===== config.mk =====
export PLATFORM = sky130hd
export DESIGN_NAME = pds_gnt_ctrl_flat
export DESIGN_NICKNAME = d
export VERILOG_FILES = /design/src/rtl/pds_gnt_ctrl_if.sv /design/src/rtl/pds_gnt_ctrl.sv /design/src/flat_wrapper.sv
export SDC_FILE = /design/constraint.sdc
export NUM_CORES = 1
export LEC_CHECK = 0
export ABC_AREA = 0
export BUFFER_PORTS_ARGS = -buffer_cell sky130_fd_sc_hd__buf_2
export CORE_AREA = 4 4 79 81
export CTS_CLUSTER_DIAMETER = 40
export DETAILED_ROUTE_END_ITERATION = 10
export DIE_AREA = 0 0 83 85
export GPL_TIMING_DRIVEN = 0
export HOLD_SLACK_MARGIN = 0.15
export SYNTH_ARGS = -nofsm -noshare
export SYNTH_HDL_FRONTEND = slang
export SYNTH_SLANG_ARGS = --single-unit

===== constraint.sdc =====
create_clock -name clk -period 4 [get_ports clk]
set_input_delay 0.8 -clock clk [delete_from_list [all_inputs] [get_ports clk]]
set_output_delay 0.8 -clock clk [all_outputs]
set_load 0.03 [all_outputs]

===== src/rtl/pds_gnt_ctrl_if.sv =====
// pds request/fault/grant handshake between an initiator (master) and the
// grant controller (slave).
interface pds_gnt_ctrl_if;
    logic req;
    logic fault;
    logic gnt;

    modport master (output req, output fault, input gnt);
    modport slave  (input req, input fault, output gnt);
endinterface


===== src/rtl/pds_gnt_ctrl.sv =====
// Responder side of the pds handshake: grants req after a programmable delay,
// revokes on fault or timeout, and enforces a recovery window after faults.
module pds_gnt_ctrl #(
    parameter int unsigned DLY_W       = 4,
    parameter int unsigned REC_W       = 8,
    parameter int unsigned MAX_GNT_CYC = 256,
    parameter int unsigned CNT_W       = 8
) (
    input  logic              clk,
    input  logic              rst_n,
    pds_gnt_ctrl_if.slave     pds,
    input  logic [DLY_W-1:0]  cfg_gnt_dly,
    input  logic [REC_W-1:0]  cfg_recover,
    input  logic              fault_cnt_clr,
    output logic              fault_sts,
    output logic [CNT_W-1:0]  fault_cnt,
    output logic              timeout_evt
);

    localparam int unsigned GCNT_W = (MAX_GNT_CYC > 0) ? $clog2(MAX_GNT_CYC + 1) : 1;
    localparam int unsigned GCNT_LAST_I = (MAX_GNT_CYC > 0) ? (MAX_GNT_CYC - 1) : 0;
    localparam logic [GCNT_W-1:0] GCNT_LAST = GCNT_LAST_I[GCNT_W-1:0];

    typedef enum logic [2:0] {
        IDLE,
        WAIT,
        GRANT,
        RELEASE,
        FAULT,
        RECOVER
    } state_t;

    state_t            state, state_nxt;
    logic [DLY_W-1:0]  dly_cnt, dly_nxt;
    logic [REC_W-1:0]  rec_cnt, rec_nxt;
    logic [GCNT_W-1:0] gnt_cnt, gnt_cnt_nxt;
    logic              timeout_nxt;
    logic              fault_entry;

    always_comb begin
        state_nxt   = state;
        dly_nxt     = dly_cnt;
        rec_nxt     = rec_cnt;
        gnt_cnt_nxt = '0;
        timeout_nxt = 1'b0;

        if (pds.fault && state != FAULT) begin
            state_nxt = FAULT;
        end else begin
            case (state)
                IDLE: begin
                    if (pds.req) begin
                        if (cfg_gnt_dly == '0) begin
                            state_nxt = GRANT;
                        end else begin
                            state_nxt = WAIT;
                            dly_nxt   = cfg_gnt_dly;
                        end
                    end
                end
                WAIT: begin
                    if (!pds.req) begin
                        state_nxt = IDLE;
                    end else if (dly_cnt <= DLY_W'(1)) begin
                        state_nxt = GRANT;
                    end else begin
                        dly_nxt = dly_cnt - DLY_W'(1);
                    end
                end
                GRANT: begin
                    gnt_cnt_nxt = (gnt_cnt == '1) ? gnt_cnt : gnt_cnt + GCNT_W'(1);
                    if (!pds.req) begin
                        state_nxt = IDLE;
                    end else if (MAX_GNT_CYC != 0 && gnt_cnt == GCNT_LAST) begin
                        state_nxt   = RELEASE;
                        timeout_nxt = 1'b1;
                    end
                end
                RELEASE: begin
                    if (!pds.req) state_nxt = IDLE;
                end
                FAULT: begin
                    if (!pds.fault) begin
                        if (cfg_recover == '0) begin
                            state_nxt = IDLE;
                        end else begin
                            state_nxt = RECOVER;
                            rec_nxt   = cfg_recover;
                        end
                    end
                end
                RECOVER: begin
                    if (rec_cnt <= REC_W'(1)) state_nxt = IDLE;
                    else                      rec_nxt   = rec_cnt - REC_W'(1);
                end
                default: state_nxt = IDLE;
            endcase
        end

        // gnt_cnt restarts from zero on every entry into GRANT.
        if (state_nxt != GRANT) gnt_cnt_nxt = '0;

        fault_entry = (state_nxt == FAULT) && (state != FAULT);
    end

    always_ff @(posedge clk) begin
        if (!rst_n) begin
            state       <= IDLE;
            dly_cnt     <= '0;
            rec_cnt     <= '0;
            gnt_cnt     <= '0;
            pds.gnt     <= 1'b0;
            fault_sts   <= 1'b0;
            fault_cnt   <= '0;
            timeout_evt <= 1'b0;
        end else begin
            state       <= state_nxt;
            dly_cnt     <= dly_nxt;
            rec_cnt     <= rec_nxt;
            gnt_cnt     <= gnt_cnt_nxt;
            pds.gnt     <= (state_nxt == GRANT);
            fault_sts   <= (state_nxt == FAULT) || (state_nxt == RECOVER);
            timeout_evt <= timeout_nxt;
            // Clear takes effect first so a coinciding fault entry yields 1.
            if (fault_cnt_clr) begin
                fault_cnt <= fault_entry ? CNT_W'(1) : '0;
            end else if (fault_entry && fault_cnt != '1) begin
                fault_cnt <= fault_cnt + CNT_W'(1);
            end
        end
    end

endmodule


===== src/flat_wrapper.sv =====
// flat-port wrapper written by rule: the top's interface ports become plain ports
module pds_gnt_ctrl_flat 
#(
    parameter int unsigned DLY_W       = 4,
    parameter int unsigned REC_W       = 8,
    parameter int unsigned MAX_GNT_CYC = 256,
    parameter int unsigned CNT_W       = 8
)
  (clk, rst_n, cfg_gnt_dly, cfg_recover, fault_cnt_clr, fault_sts, fault_cnt, timeout_evt, pds_req, pds_fault, pds_gnt);
  pds_gnt_ctrl_if pds_i ();
  input  logic clk;
  input  logic rst_n;
  input  logic [DLY_W-1:0] cfg_gnt_dly;
  input  logic [REC_W-1:0] cfg_recover;
  input  logic fault_cnt_clr;
  output logic fault_sts;
  output logic [CNT_W-1:0] fault_cnt;
  output logic timeout_evt;
  input wire logic [$bits(pds_i.req)-1:0] pds_req;
  input wire logic [$bits(pds_i.fault)-1:0] pds_fault;
  output wire logic [$bits(pds_i.gnt)-1:0] pds_gnt;
  assign pds_i.req = pds_req;
  assign pds_i.fault = pds_fault;
  assign pds_gnt = pds_i.gnt;
  pds_gnt_ctrl #(.DLY_W(DLY_W), .REC_W(REC_W), .MAX_GNT_CYC(MAX_GNT_CYC), .CNT_W(CNT_W)) u_core (.clk(clk), .rst_n(rst_n), .pds(pds_i), .cfg_gnt_dly(cfg_gnt_dly), .cfg_recover(cfg_recover), .fault_cnt_clr(fault_cnt_clr), .fault_sts(fault_sts), .fault_cnt(fault_cnt), .timeout_evt(timeout_evt));
endmodule

* Word level (Yosys, flattened, before mapping)
Cells that the tools add are included.
** Word-level totals
- Flip-flop bits (word level) :: 35
- Word-level logic and storage cells :: 77
** Operators by class
- $add $sub $neg :: 4
- Magnitude comparators :: 2
- Eq/ne operators :: 20
- Muxes and demuxes :: 25
- Bitwise gates (word level) :: 4
- Reductions and logical operators :: 14
** Operator list (number)
- $mux W8 :: 5
- $mux W3 :: 10
- $pmux W3 S6 :: 1
- $mux W4 :: 4
- $pmux W8 S2 :: 1
- $ne A2 B2 Y1 const B :: 7
- $eq A3 B3 Y1 const B :: 4
- $add A9 B1 Y9 const B :: 1
- $eq A3 B2 Y1 const B :: 3
- $eq A9 B8 Y1 const B :: 1
- $eq A9 B9 Y1 const B :: 1
- $add A8 B1 Y8 const B :: 1
- $le A8 B1 Y1 const B :: 1
- $logic_not A8 Y1 :: 1
- $ne A8 B8 Y1 const B :: 1
- $pmux W4 S2 :: 1
- $reduce_or A4 Y1 :: 2
- $sub A8 B1 Y8 const B :: 1
- $reduce_and A6 Y1 :: 1
- $reduce_bool A2 Y1 :: 3
- $reduce_and A5 Y1 :: 1
- $le A4 B1 Y1 const B :: 1
- $logic_not A4 Y1 :: 1
- $not A1 Y1 :: 4
- 9 further kinds :: 12

* Depth between registers and ports, before layout
Gate-level depths: netlist of the first run.
- Depth in word-level cells :: 10
- Gate-level depth with buffers :: 9

* Least setup slack after synthesis of the first run
OpenSTA, ideal clock, no wires.
- Path type :: input -> register
- From :: input cfg_recover[1]
- To :: register u_core.rec_cnt[4]
- Setup time :: 0.116 ns
- Arrival :: 1.936 ns
- Path slack :: 1.948 ns
- Cell stages on the path :: 6
- Cells stage by stage :: nor4_1 a21oi_4 o21bai_4 buf_6 nor2_1 o211a_1
** Between the ends
- Word-level cells in the longest chain between the ends :: 3
** Ends and longest elaborated chain
- from (decl) :: RTL line flat_wrapper.sv:14 : input logic [REC_W-1:0] cfg_recover;
- $logic_not A8 Y1 :: RTL line pds_gnt_ctrl.sv:84 : if (cfg_recover == '0) begin
- $ne A2 B2 Y1 (no source line)
- $reduce_and A5 Y1 (no source line)
- to (signal assigned) :: RTL line pds_gnt_ctrl.sv:119 : rec_cnt <= rec_nxt;
- to (decl) :: RTL line pds_gnt_ctrl.sv:35 : logic [REC_W-1:0] rec_cnt, rec_nxt;
No other way between the ends.
A chain may end at the register's enable or synchronous reset.

* Worst setup path in the final report of the first run
- From :: input cfg_recover[0]
- To :: register u_core.rec_cnt[4]
The elaborated chain is that of the path after synthesis.

==> flow_metrics.env, run 1 <==
export IMPL_run_status="finished clean"
export IMPL_first_global_vias=1498
export IMPL_hpwlAfterDp_um=2930
export IMPL_ys_ff_latch=35
export IMPL_worstPathArrival_ps=2320
export IMPL_total_power_uw=804
export IMPL_drcViolationCount=0
export IMPL_met3RoutedLength_um=143
export IMPL_timing_critical_path_required_ps=4190
export IMPL_hold_path_cell_count=2
export IMPL_worstSetupPathType="input port to flop"
export IMPL_initialDrtViolationCount=76
export IMPL_wl_um=3950
export IMPL_share_of_synthesized_area_occupied_by_flip_flops_and_latches_pct=37.3
export IMPL_rrSetupSlack_ps=2010
export IMPL_n_fill_cell=578
export IMPL_max_freq_ghz=0.470
export IMPL_vias=1634
export IMPL_synth_edff_count=0
export IMPL_initial_standard_cell_utilization_of_the_core_pct=34.3
export IMPL_instances_no_fill=334
export IMPL_synth_top_area_share_pct=37.3
export IMPL_post_route_cells_drive_above_1_share_pct=17.2
export IMPL_viasPerCell=4.89
export IMPL_synth_cell_area_um2=1880
export IMPL_wire_per_inst_um=11.8
export IMPL_tritoncts="yes"
export IMPL_final_critical_path_setup_slack_ps=1870
export IMPL_power_ir_vdd_worst_mv=0.212
export IMPL_final_hold_violation_count=0
export IMPL_final_min_clock_period_ps=2130
export IMPL_globalplace_congestion=0.843
export IMPL_timing_final_crit_share_pct=53.2
export IMPL_min_from="u_core.rec_cnt[1]$_SDFFE_PN0P_"
export IMPL_cts_repair_timing_setup_buffer_count=0
export IMPL_worst_setup_path_end_kind="flop"
export IMPL_start_kind="input port"
export IMPL_ys_async_sr_fraction_pct=0
export IMPL_routed_wl_met2_um=1840
export IMPL_setup_viol=0
export IMPL_max_slew_worst_pin_slew_ps=763
export IMPL_number_of_antenna_violations_at_the_first_check_in_global_routing=0
export IMPL_core_rowCount=27
export IMPL_tritoncts_num_buffers=5
export IMPL_drt_pass1_iter_count=4
export IMPL_post_cts_resized_instances=0
export IMPL_slew_limit_headroom_pct=48.7
export IMPL_total_number_of_h_tree_levels=2
export IMPL_clock_root_buffer="sky130_fd_sc_hd__clkbuf_8"
export IMPL_ctsLongestPathBuffers=2
export IMPL_leakage_uw=0.000885
export IMPL_grt_start_max_net_pins=14
export IMPL_syn_inst=227
export IMPL_n_antenna_cell=0
export IMPL_min_path_type="flop to flop"
export IMPL_final_layout_net_count=286
export IMPL_final_common_cell="sky130_fd_sc_hd__dfxtp_1"
export IMPL_yosys_area_top_type="sky130_fd_sc_hd__dfxtp_1"
export IMPL_grt_overflow_total=0
export IMPL_rsz0062_at_grt="no"
export IMPL_route_layer_met1_wl_um=1920
export IMPL_drv_max_cap_violation_count=0
export IMPL_clock_latency_on_the_worst_skew_pair_ps=290
export IMPL_synthesis_yosys_warnings=0
export IMPL_route_antenna_remaining_nets=0
export IMPL_globalRouteTotalUtil_pct=11.2
export IMPL_synthTopCellsByArea="sky130_fd_sc_hd__dfxtp_1, sky130_fd_sc_hd__nor2_1, sky130_fd_sc_hd__ha_1, sky130_fd_sc_hd__nand2_1, sky130_fd_sc_hd__xor2_1"
export IMPL_synth_ff_type="sky130_fd_sc_hd__dfxtp_1"
export IMPL_cts_sink_count=35
export IMPL_placement_setup_worst_slack_ps=1550
export IMPL_crit_path_start="cfg_recover[0]"
export IMPL_port_buffer_count=27
export IMPL_core_area_um2=5470
export IMPL_ys_types=47
export IMPL_commonest_non_fill_non_tap_cells_in_the_layout="sky130_fd_sc_hd__dfxtp_1, sky130_fd_sc_hd__nor2_1, sky130_fd_sc_hd__buf_2, sky130_fd_sc_hd__nand2_1, sky130_fd_sc_hd__a21oi_1"
export IMPL_path_clk_slew_ps=80
export IMPL_top_signal_layer_used="met4"
export IMPL_totalNegativeSetupSlack_ps=0
export IMPL_worstReg2RegStart="u_core.rec_cnt[0]$_SDFFE_PN0P_"
export IMPL_hold_buffers=0
export IMPL_post_place_cells=326
export IMPL_fp_dieH_um=85
export IMPL_final_max_slew_violation_count=0
export IMPL_timing_critical_path_fanout_max=10
export IMPL_area_growth_synth_to_final_pct=18.2
export IMPL_die_width_um=83
export IMPL_first_pass_grt_wire_length_um=6580
export IMPL_power_density_cell_area_nw_per_um2=362
export IMPL_mappedNetlistNets=252
export IMPL_floorplan_io_pins=28
export IMPL_fin_skew_ps=5.03
export IMPL_die_area_um2=7060
export IMPL_ff2ff_path_depth=8
export IMPL_postSynthAreaPerCell_um2=8.27
## final timing paths
kind	end
worst max-delay path	u_core.rec_cnt[4]$_SDFFE_PN0P_
worst min-delay path	u_core.rec_cnt[1]$_SDFFE_PN0P_
worst max register to register	u_core.rec_cnt[2]$_SDFFE_PN0P_
worst min register to register	u_core.rec_cnt[1]$_SDFFE_PN0P_
## cells by family after synthesis
group                    Yosys count  share of synthesized area [%]
AO/OA/AOI/OAI                     52                           19.9
XOR/XNOR                          11                           5.13
adder cells (fa/ha/maj)            8                           5.33
buffers and inverters             17                           3.87
flip-flops                        35                           37.3
multiplexers                       4                           2.13
AND/OR/NAND/NOR                  100                           26.3
## report_power, final
part / switching [µW] / internal [µW] / total (µW) / leakage, µW
Sequential: 10.8 / 359 / 370 / 0.000284
Combinational: 59.3 / 42.5 / 102 / 0.000542
Clock: 143 / 189 / 332 / 0.0000587
Total: 213 / 590 / 804 / 0.000885
## through the flow
| step | hold slack (ps) | utilization [%] | area [µm²] |
|---|---|---|---|
| global placement | 482 | 38.4 | 2100 |
| global route | 551 | 40.5 | 2220 |
| finish | 501 | 40.5 | 2220 |
| detailed placement | 492 | 38.4 | 2100 |
| CTS | 502 | 40.5 | 2220 |
| floorplan | 457 | - | 1880 |
## flip-flops by register name, summed over array words and instances (netlist names)
name / count
u_core.dly_cnt: 4
u_core.fault_cnt: 8
u_core.fault_sts: 1
u_core.gnt_cnt: 9
u_core.pds.gnt: 1
u_core.rec_cnt: 8
u_core.state: 3
u_core.timeout_evt: 1
## Yosys cell counts (6+ instances only)
master	number
sky130_fd_sc_hd__nand3_1	9
sky130_fd_sc_hd__ha_1	8
sky130_fd_sc_hd__dfxtp_1	35
sky130_fd_sc_hd__nand2_1	26
sky130_fd_sc_hd__inv_1	9
sky130_fd_sc_hd__a21oi_1	11
sky130_fd_sc_hd__o21ai_0	7
sky130_fd_sc_hd__nor2_1	30
sky130_fd_sc_hd__clkbuf_1	6
sky130_fd_sc_hd__nand2b_1	6
sky130_fd_sc_hd__o21ai_1	7
sky130_fd_sc_hd__xor2_1	8
## layer usage
| metal | vias to the layer above | global-route usage [%] |
|---|---|---|
| met5 | - | 0 |
| met4 | 0 | 4.16 |
| met3 | 5 | 3.20 |
| met2 | 27 | 18.3 |
| met1 | 739 | 14.0 |
| li1 | 863 | - |
## final cells by class
cell class                 instances  area (µm²)  share of cell area, %
clock buffer                       5        68.8                   3.10
multi-input combinational        175        1100                   49.7
inverter                           9        33.8                   1.52
buffer                             8        38.8                   1.75
clock inverter                     3        47.5                   2.14
timing repair buffer              27         135                   6.09
sequential                        35         701                   31.6
tap                               72        90.1                   4.06
## critical path: stages
cell,delay [ps]
sky130_fd_sc_hd__buf_2,120
sky130_fd_sc_hd__nor4_1,580
sky130_fd_sc_hd__a21oi_4,150
sky130_fd_sc_hd__o21bai_4,260
sky130_fd_sc_hd__buf_6,180
sky130_fd_sc_hd__nor2_1,50
sky130_fd_sc_hd__o211a_1,190
Power figures use the tool's default switching activity.
==> run 2: changes to the inputs <==
Settings changed: ABC_AREA 0 to 1, CORE_AREA 4 4 79 81 to 4 4 81 83, DIE_AREA 0 0 83 85 to 0 0 85 87.
Clock period 4 ns to 1.75 ns, I/O delays scaled along.
==> flow_metrics.env, run 2 <==
export IMPL_commonest_non_fill_non_tap_cells_in_the_layout="sky130_fd_sc_hd__nand2_1, sky130_fd_sc_hd__nor2_1, sky130_fd_sc_hd__inv_1, sky130_fd_sc_hd__dfxtp_1, sky130_fd_sc_hd__buf_2"
export IMPL_grt_start_max_net_pins=13
export IMPL_synthTopCellsByArea="sky130_fd_sc_hd__dfxtp_1, sky130_fd_sc_hd__nand2_1, sky130_fd_sc_hd__nor2_1, sky130_fd_sc_hd__inv_1, sky130_fd_sc_hd__o21ai_0"
export IMPL_cp_slowest_cell="sky130_fd_sc_hd__dfxtp_2"
export IMPL_drt_pass1_iter_count=4
export IMPL_timing_final_crit_share_pct=97.6
export IMPL_post_route_cells_drive_above_1_share_pct=22.8
export IMPL_port_buffer_count=27
export IMPL_vias=1999
export IMPL_final_hold_violation_count=0
export IMPL_power_density_cell_area_nw_per_um2=738
export IMPL_first_pass_grt_wire_length_um=7730
export IMPL_start_kind="flop"
export IMPL_max_slew_worst_pin_slew_ps=466
export IMPL_synth_cell_area_um2=2020
export IMPL_n_fill_cell=612
export IMPL_synthesis_yosys_warnings=0
export IMPL_die_width_um=85
export IMPL_floorplan_io_pins=28
export IMPL_synth_top_area_share_pct=34.8
export IMPL_clock_latency_on_the_worst_skew_pair_ps=290
export IMPL_power_ir_vdd_worst_mv=0.289
export IMPL_tritoncts_num_buffers=5
export IMPL_area_growth_synth_to_final_pct=26.7
export IMPL_fp_dieH_um=87
export IMPL_hold_buffers=0
export IMPL_cts_sink_count=35
export IMPL_final_min_clock_period_ps=1710
export IMPL_initial_standard_cell_utilization_of_the_core_pct=34.5
export IMPL_wl_um=4690
export IMPL_globalRouteTotalUtil_pct=12.9
export IMPL_instances_no_fill=435
export IMPL_wire_per_inst_um=10.8
export IMPL_largest_registers="u_core.gnt_cnt (9), u_core.fault_cnt (8), u_core.rec_cnt (8)"
export IMPL_max_flop_register="u_core.gnt_cnt"
export IMPL_first_global_vias=1822
export IMPL_min_from="pds_fault"
export IMPL_end_point_of_the_worst_hold_path="u_core.state[2]$_SDFF_PN0_"
export IMPL_total_number_of_h_tree_levels=2
export IMPL_worstReg2RegStart="u_core.gnt_cnt[1]$_SDFFE_PP0P_"
export IMPL_hpwlAfterDp_um=3280
export IMPL_run_status="finished clean"
export IMPL_tritoncts="yes"
export IMPL_synthTopCellsByCount="sky130_fd_sc_hd__nand2_1, sky130_fd_sc_hd__nor2_1, sky130_fd_sc_hd__inv_1, sky130_fd_sc_hd__dfxtp_1, sky130_fd_sc_hd__o21ai_0"
export IMPL_min_path_type="input port to flop"
export IMPL_globalplace_congestion=0.796
export IMPL_cp_depth=11
export IMPL_hold_path_cell_count=3
export IMPL_timing_critical_path_fanout_max=4
export IMPL_synth_ff_type="sky130_fd_sc_hd__dfxtp_1"
export IMPL_slew_limit_headroom_pct=68.9
export IMPL_clock_root_buffer="sky130_fd_sc_hd__clkbuf_8"
export IMPL_ff2ff_path_depth=11
export IMPL_die_area_um2=7400
export IMPL_synth_most_common_cell="sky130_fd_sc_hd__nand2_1"
export IMPL_setup_viol=0
export IMPL_initialDrtViolationCount=76
export IMPL_layout_area_seq_um2=707
export IMPL_max_freq_ghz=0.585
export IMPL_largest_register_ff_count=9
export IMPL_mappedNetlistNets=341
export IMPL_number_of_antenna_violations_at_the_first_check_in_global_routing=0
export IMPL_postSynthAreaPerCell_um2=6.38
export IMPL_fin_skew_ps=7.40
export IMPL_timing_critical_path_cells="ha_4, nand2_2, nor2_2, and3_4, ha_4, inv_4, nand4_1, nor2_2, buf_4, xnor2_2, nor2_1"
export IMPL_path_clk_slew_ps=70
export IMPL_share_of_synthesized_area_occupied_by_flip_flops_and_latches_pct=34.8
export IMPL_worst_hold_margin_ps=325
export IMPL_critical_path_top_delay_family="simple AND/OR/NAND/NOR gates"
export IMPL_final_layout_net_count=384
export IMPL_ys_ff_latch=35
export IMPL_final_max_slew_violation_count=0
export IMPL_r2r_end="u_core.gnt_cnt[5]$_SDFFE_PP0P_"
export IMPL_timing_critical_path_required_ps=1940
export IMPL_n_antenna_cell=0
export IMPL_core_area_um2=5850
export IMPL_leakage_uw=0.00120
export IMPL_totalNegativeSetupSlack_ps=0
export IMPL_syn_inst=316
export IMPL_critical_path_n_buffers_inverters=2
export IMPL_yosys_area_top_type="sky130_fd_sc_hd__dfxtp_1"
export IMPL_ys_async_sr_fraction_pct=0
export IMPL_grt_overflow_total=0
export IMPL_post_place_cells=418
export IMPL_viasPerCell=4.60
export IMPL_rsz0062_at_grt="yes"
export IMPL_final_common_cell="sky130_fd_sc_hd__nand2_1"
export IMPL_route_antenna_remaining_nets=0
export IMPL_synth_edff_count=0
export IMPL_worst_setup_path_end_kind="flop"
export IMPL_ys_types=27
export IMPL_crit_path_start="u_core.gnt_cnt[1]$_SDFFE_PP0P_"
export IMPL_drcViolationCount=0
export IMPL_worstPathArrival_ps=1900
export IMPL_cp_slowest_stage_delay_ps=370
export IMPL_multiInputGateArea_um2=1260
export IMPL_utilization_pct=43.6
export IMPL_rrSetupSlack_ps=40
export IMPL_core_rowCount=28
export IMPL_worstSetupPathType="flop to flop"
export IMPL_ctsLongestPathBuffers=2
export IMPL_drv_max_cap_violation_count=0
run 2: through the flow:
stage | total power (µW) | worst slack, ps | cell area, µm²
3_3_place_gp | 1150 | -169 | 2260
4_1_cts | 1900 | 13.0 | 2410
3_5_place_dp | 1150 | -165 | 2260
2_1_floorplan | 1080 | 1.36 | 2030
6_report | 1880 | 41.2 | 2550
5_1_grt | 2010 | -49.0 | 2550
run 2: worst max path at each step:
stage                     slack (ps)                        endpoint
after CTS                         10  u_core.gnt_cnt[7]$_SDFFE_PP0P_
final                             40  u_core.gnt_cnt[5]$_SDFFE_PP0P_
after floorplan                    1  u_core.gnt_cnt[7]$_SDFFE_PP0P_
after global routing             -50  u_core.gnt_cnt[5]$_SDFFE_PP0P_
after global placement          -170  u_core.gnt_cnt[7]$_SDFFE_PP0P_
after detailed placement        -160  u_core.gnt_cnt[7]$_SDFFE_PP0P_
run 2: layer usage:
metal	part of all wire, %	track usage [%]	vias up
met4	1.7	5.47	0
met2	47	21.8	31
met1	47	15.4	881
li1	-	-	1081
met5	0	0	-
met3	4.2	3.69	6
run 2: area by class of cell:
class                           instances  share of cell area, %
Buffer                                  3                  0.637
Inverter                               46                   6.86
Tap cell                               75                   3.67
Sequential cell                        35                   27.7
Timing Repair Buffer                   34                   7.35
Clock inverter                          3                   1.71
Multi-Input combinational cell        234                   49.4
Clock buffer                            5                   2.69
run 2: logic make-up (layout without fill, tap and decap cells):
logic type / Yosys count / count (layout) / share of synthesized area [%]
AND/OR/NAND/NOR: 176 / 178 / 37.3
AO/OA/AOI/OAI: 40 / 40 / 10.1
multiplexers: 1 / 1 / 0.497
XOR/XNOR: 7 / 7 / 3.04
buffers and inverters: 49 / 91 / 9.37
flip-flops: 35 / 35 / 34.8
adder cells (fa/ha/maj): 8 / 8 / 4.97
run 2: power breakdown:
group / switching (µW) / internal (µW)
clock network: 309 / 424
registers: 24.4 / 825
logic: 194 / 109
total: 527 / 1360
run 2: tightest hold or removal path, stage by stage:
cell                      delay, ps
sky130_fd_sc_hd__buf_2          110
sky130_fd_sc_hd__o21ai_1         80
sky130_fd_sc_hd__inv_1           50
run 2: timing repair:
item	4_1_cts	5_1_grt
pin swaps	3	12
endpoints found under the setup margin	10	27
resized for setup	7	27
gates cloned	0	2
hold endpoints to repair	0	0
setup buffers	3	4
==> run 3: changes to the inputs <==
Settings changed: ABC_CLOCK_PERIOD_IN_PS from default to 1750, CORE_AREA 4 4 81 83 to 4 4 103 66, DIE_AREA 0 0 85 87 to 0 0 107 70.
==> flow_metrics.env, run 3 (synthesized netlist as in run 2, its figures left out) <==
export IMPL_worst_setup_path_end_kind="flop"
export IMPL_cp_slowest_cell="sky130_fd_sc_hd__dfxtp_4"
export IMPL_final_max_slew_violation_count=0
export IMPL_clock_latency_on_the_worst_skew_pair_ps=290
export IMPL_run_status="finished, violations left"
export IMPL_tritoncts="yes"
export IMPL_worstPathArrival_ps=1950
export IMPL_n_fill_cell=628
export IMPL_n_antenna_cell=0
export IMPL_hpwlAfterDp_um=3520
export IMPL_multiInputGateArea_um2=1260
export IMPL_slew_limit_headroom_pct=65.9
export IMPL_layout_area_seq_um2=713
export IMPL_initialDrtViolationCount=69
export IMPL_clock_root_buffer="sky130_fd_sc_hd__clkbuf_8"
export IMPL_r2r_end="u_core.gnt_cnt[7]$_SDFFE_PP0P_"
export IMPL_placement_setup_worst_slack_ps=-181
export IMPL_final_hold_violation_count=0
export IMPL_cts_sink_count=35
export IMPL_end_point_of_the_worst_hold_path="u_core.fault_sts$_SDFF_PN0_"
export IMPL_die_area_um2=7490
export IMPL_max_freq_ghz=0.565
export IMPL_ctsLongestPathBuffers=2
export IMPL_initial_standard_cell_utilization_of_the_core_pct=34.2
export IMPL_path_clk_slew_ps=80
export IMPL_core_area_um2=5890
export IMPL_worstSetupPathType="flop to flop"
export IMPL_globalRouteTotalUtil_pct=13.3
export IMPL_post_route_cells_drive_above_1_share_pct=22.2
export IMPL_power_ir_vdd_worst_mv=0.333
export IMPL_largest_register_ff_count=9
export IMPL_timing_final_crit_share_pct=101
export IMPL_vias=2025
export IMPL_first_pass_grt_wire_length_um=7990
export IMPL_start_kind="flop"
export IMPL_wl_um=4860
export IMPL_rsz0062_at_grt="yes"
export IMPL_grt_start_max_net_pins=13
export IMPL_grt_overflow_total=0
export IMPL_crit_path_start="u_core.gnt_cnt[1]$_SDFFE_PP0P_"
export IMPL_rrSetupSlack_ps=-20
export IMPL_fp_dieH_um=70
export IMPL_wire_per_inst_um=11.0
export IMPL_number_of_antenna_violations_at_the_first_check_in_global_routing=0
export IMPL_globalplace_congestion=0.867
export IMPL_final_min_clock_period_ps=1770
export IMPL_drt_pass1_iter_count=5
export IMPL_min_from="pds_fault"
export IMPL_min_path_type="input port to flop"
export IMPL_cp_slowest_stage_delay_ps=370
export IMPL_drv_max_cap_violation_count=0
export IMPL_timing_critical_path_cells="ha_4, nand2_4, nor2_4, and3_4, ha_4, inv_4, nand4_1, nor2_2, nand3_2, xor2_1, nor2_1"
export IMPL_max_slew_worst_pin_slew_ps=512
export IMPL_route_antenna_remaining_nets=0
export IMPL_final_critical_path_setup_slack_ps=-20.5
export IMPL_timing_critical_path_fanout_max=4
export IMPL_hold_path_cell_count=3
export IMPL_violated_checks="setup timing"
export IMPL_totalNegativeSetupSlack_ps=-20.5
export IMPL_final_common_cell="sky130_fd_sc_hd__nand2_1"
export IMPL_largest_registers="u_core.gnt_cnt (9), u_core.fault_cnt (8), u_core.rec_cnt (8)"
export IMPL_power_density_cell_area_nw_per_um2=741
export IMPL_ff2ff_path_depth=11
export IMPL_first_global_vias=1738
export IMPL_viasPerCell=4.56
export IMPL_port_buffer_count=27
export IMPL_fin_skew_ps=11.6
export IMPL_max_flop_register="u_core.gnt_cnt"
export IMPL_crit_top_cell="sky130_fd_sc_hd__ha_4"
export IMPL_floorplan_io_pins=28
export IMPL_worstReg2RegStart="u_core.gnt_cnt[1]$_SDFFE_PP0P_"
export IMPL_instances_no_fill=444
export IMPL_commonest_non_fill_non_tap_cells_in_the_layout="sky130_fd_sc_hd__nand2_1, sky130_fd_sc_hd__nor2_1, sky130_fd_sc_hd__inv_1, sky130_fd_sc_hd__dfxtp_1, sky130_fd_sc_hd__buf_2"
export IMPL_tritoncts_num_buffers=5
export IMPL_core_rowCount=22
export IMPL_area_growth_synth_to_final_pct=27.3
export IMPL_die_width_um=107
export IMPL_timing_critical_path_required_ps=1930
export IMPL_total_number_of_h_tree_levels=2
export IMPL_leakage_uw=0.00121
export IMPL_post_place_cells=427
export IMPL_drcViolationCount=0
export IMPL_setup_viol=1
export IMPL_final_layout_net_count=384
[run 3: changes by cell type in the layout (fill, tap and decap cells not counted), moves of 2 or more]
cell | before | now
sky130_fd_sc_hd__nand3_1 | 17 | 15
sky130_fd_sc_hd__dfxtp_2 | 5 | 1
sky130_fd_sc_hd__nor2_2 | 9 | 7
sky130_fd_sc_hd__dfxtp_4 | 0 | 3
sky130_fd_sc_hd__nand3_2 | 4 | 6
[run 3: area by class of cell]
type                       instances  area share, %
buffer                             3          0.634
clock buffer                       5           2.68
clock inverter                     3           1.71
inverter                          46           6.83
multi-input combinational        234           49.0
sequential                        35           27.8
tap                               84           4.10
timing repair buffer              34           7.31
[run 3: how the worst max path moves through the flow]
stage                                          end  slack (ps)  cells past startpoint
floorplan           u_core.gnt_cnt[7]$_SDFFE_PP0P_           1                     11
global placement    u_core.gnt_cnt[7]$_SDFFE_PP0P_        -190                     11
detailed placement  u_core.gnt_cnt[7]$_SDFFE_PP0P_        -180                     11
CTS                 u_core.gnt_cnt[7]$_SDFFE_PP0P_         -40                     11
global route        u_core.gnt_cnt[7]$_SDFFE_PP0P_        -130                     11
finish              u_core.gnt_cnt[7]$_SDFFE_PP0P_         -20                     11
[run 3: metrics by stage]
step / power (µW) / instance area [µm²] / hold slack (ps) / utilization (%)
6_report: 1900 / 2570 / 338 / 43.6
3_5_place_dp: 1160 / 2270 / 477 / 38.5
3_3_place_gp: 1150 / 2270 / 470 / 38.5
4_1_cts: 1910 / 2410 / 323 / 41.0
2_1_floorplan: 1080 / 2030 / 455 / -
5_1_grt: 2010 / 2570 / 340 / 43.6
[run 3: routing by layer]
| layer | track usage (%) | wire length, µm |
|---|---|---|
| met1 | 18.9 | 2530 |
| met2 | 19.1 | 2090 |
| met3 | 4.16 | 212 |
| met4 | 3.83 | 31 |
| met5 | 0 | 0 |
[run 3: where the power goes]
part           switching (µW)  internal, µW
sequential               24.5           821
clock                     318           424
combinational             201           113
[run 3: repair_timing]
item | 4_1_cts | 5_1_grt
hold buffers | 0 | 0
setup endpoints to repair | 11 | 28
cloned | 0 | 2
pin swaps | 2 | 11
setup buffers | 1 | 7
gates resized for setup | 9 | 26
[run 3: worst max-delay path, delay by kind of cell (launching register included)]
kind	cells	cell delay, ps
xor gates and xnor gates	1	160
and+or+nand+nor	7	720
buffers and inverters	1	50
DFF	1	370
adders and majority gates	2	350
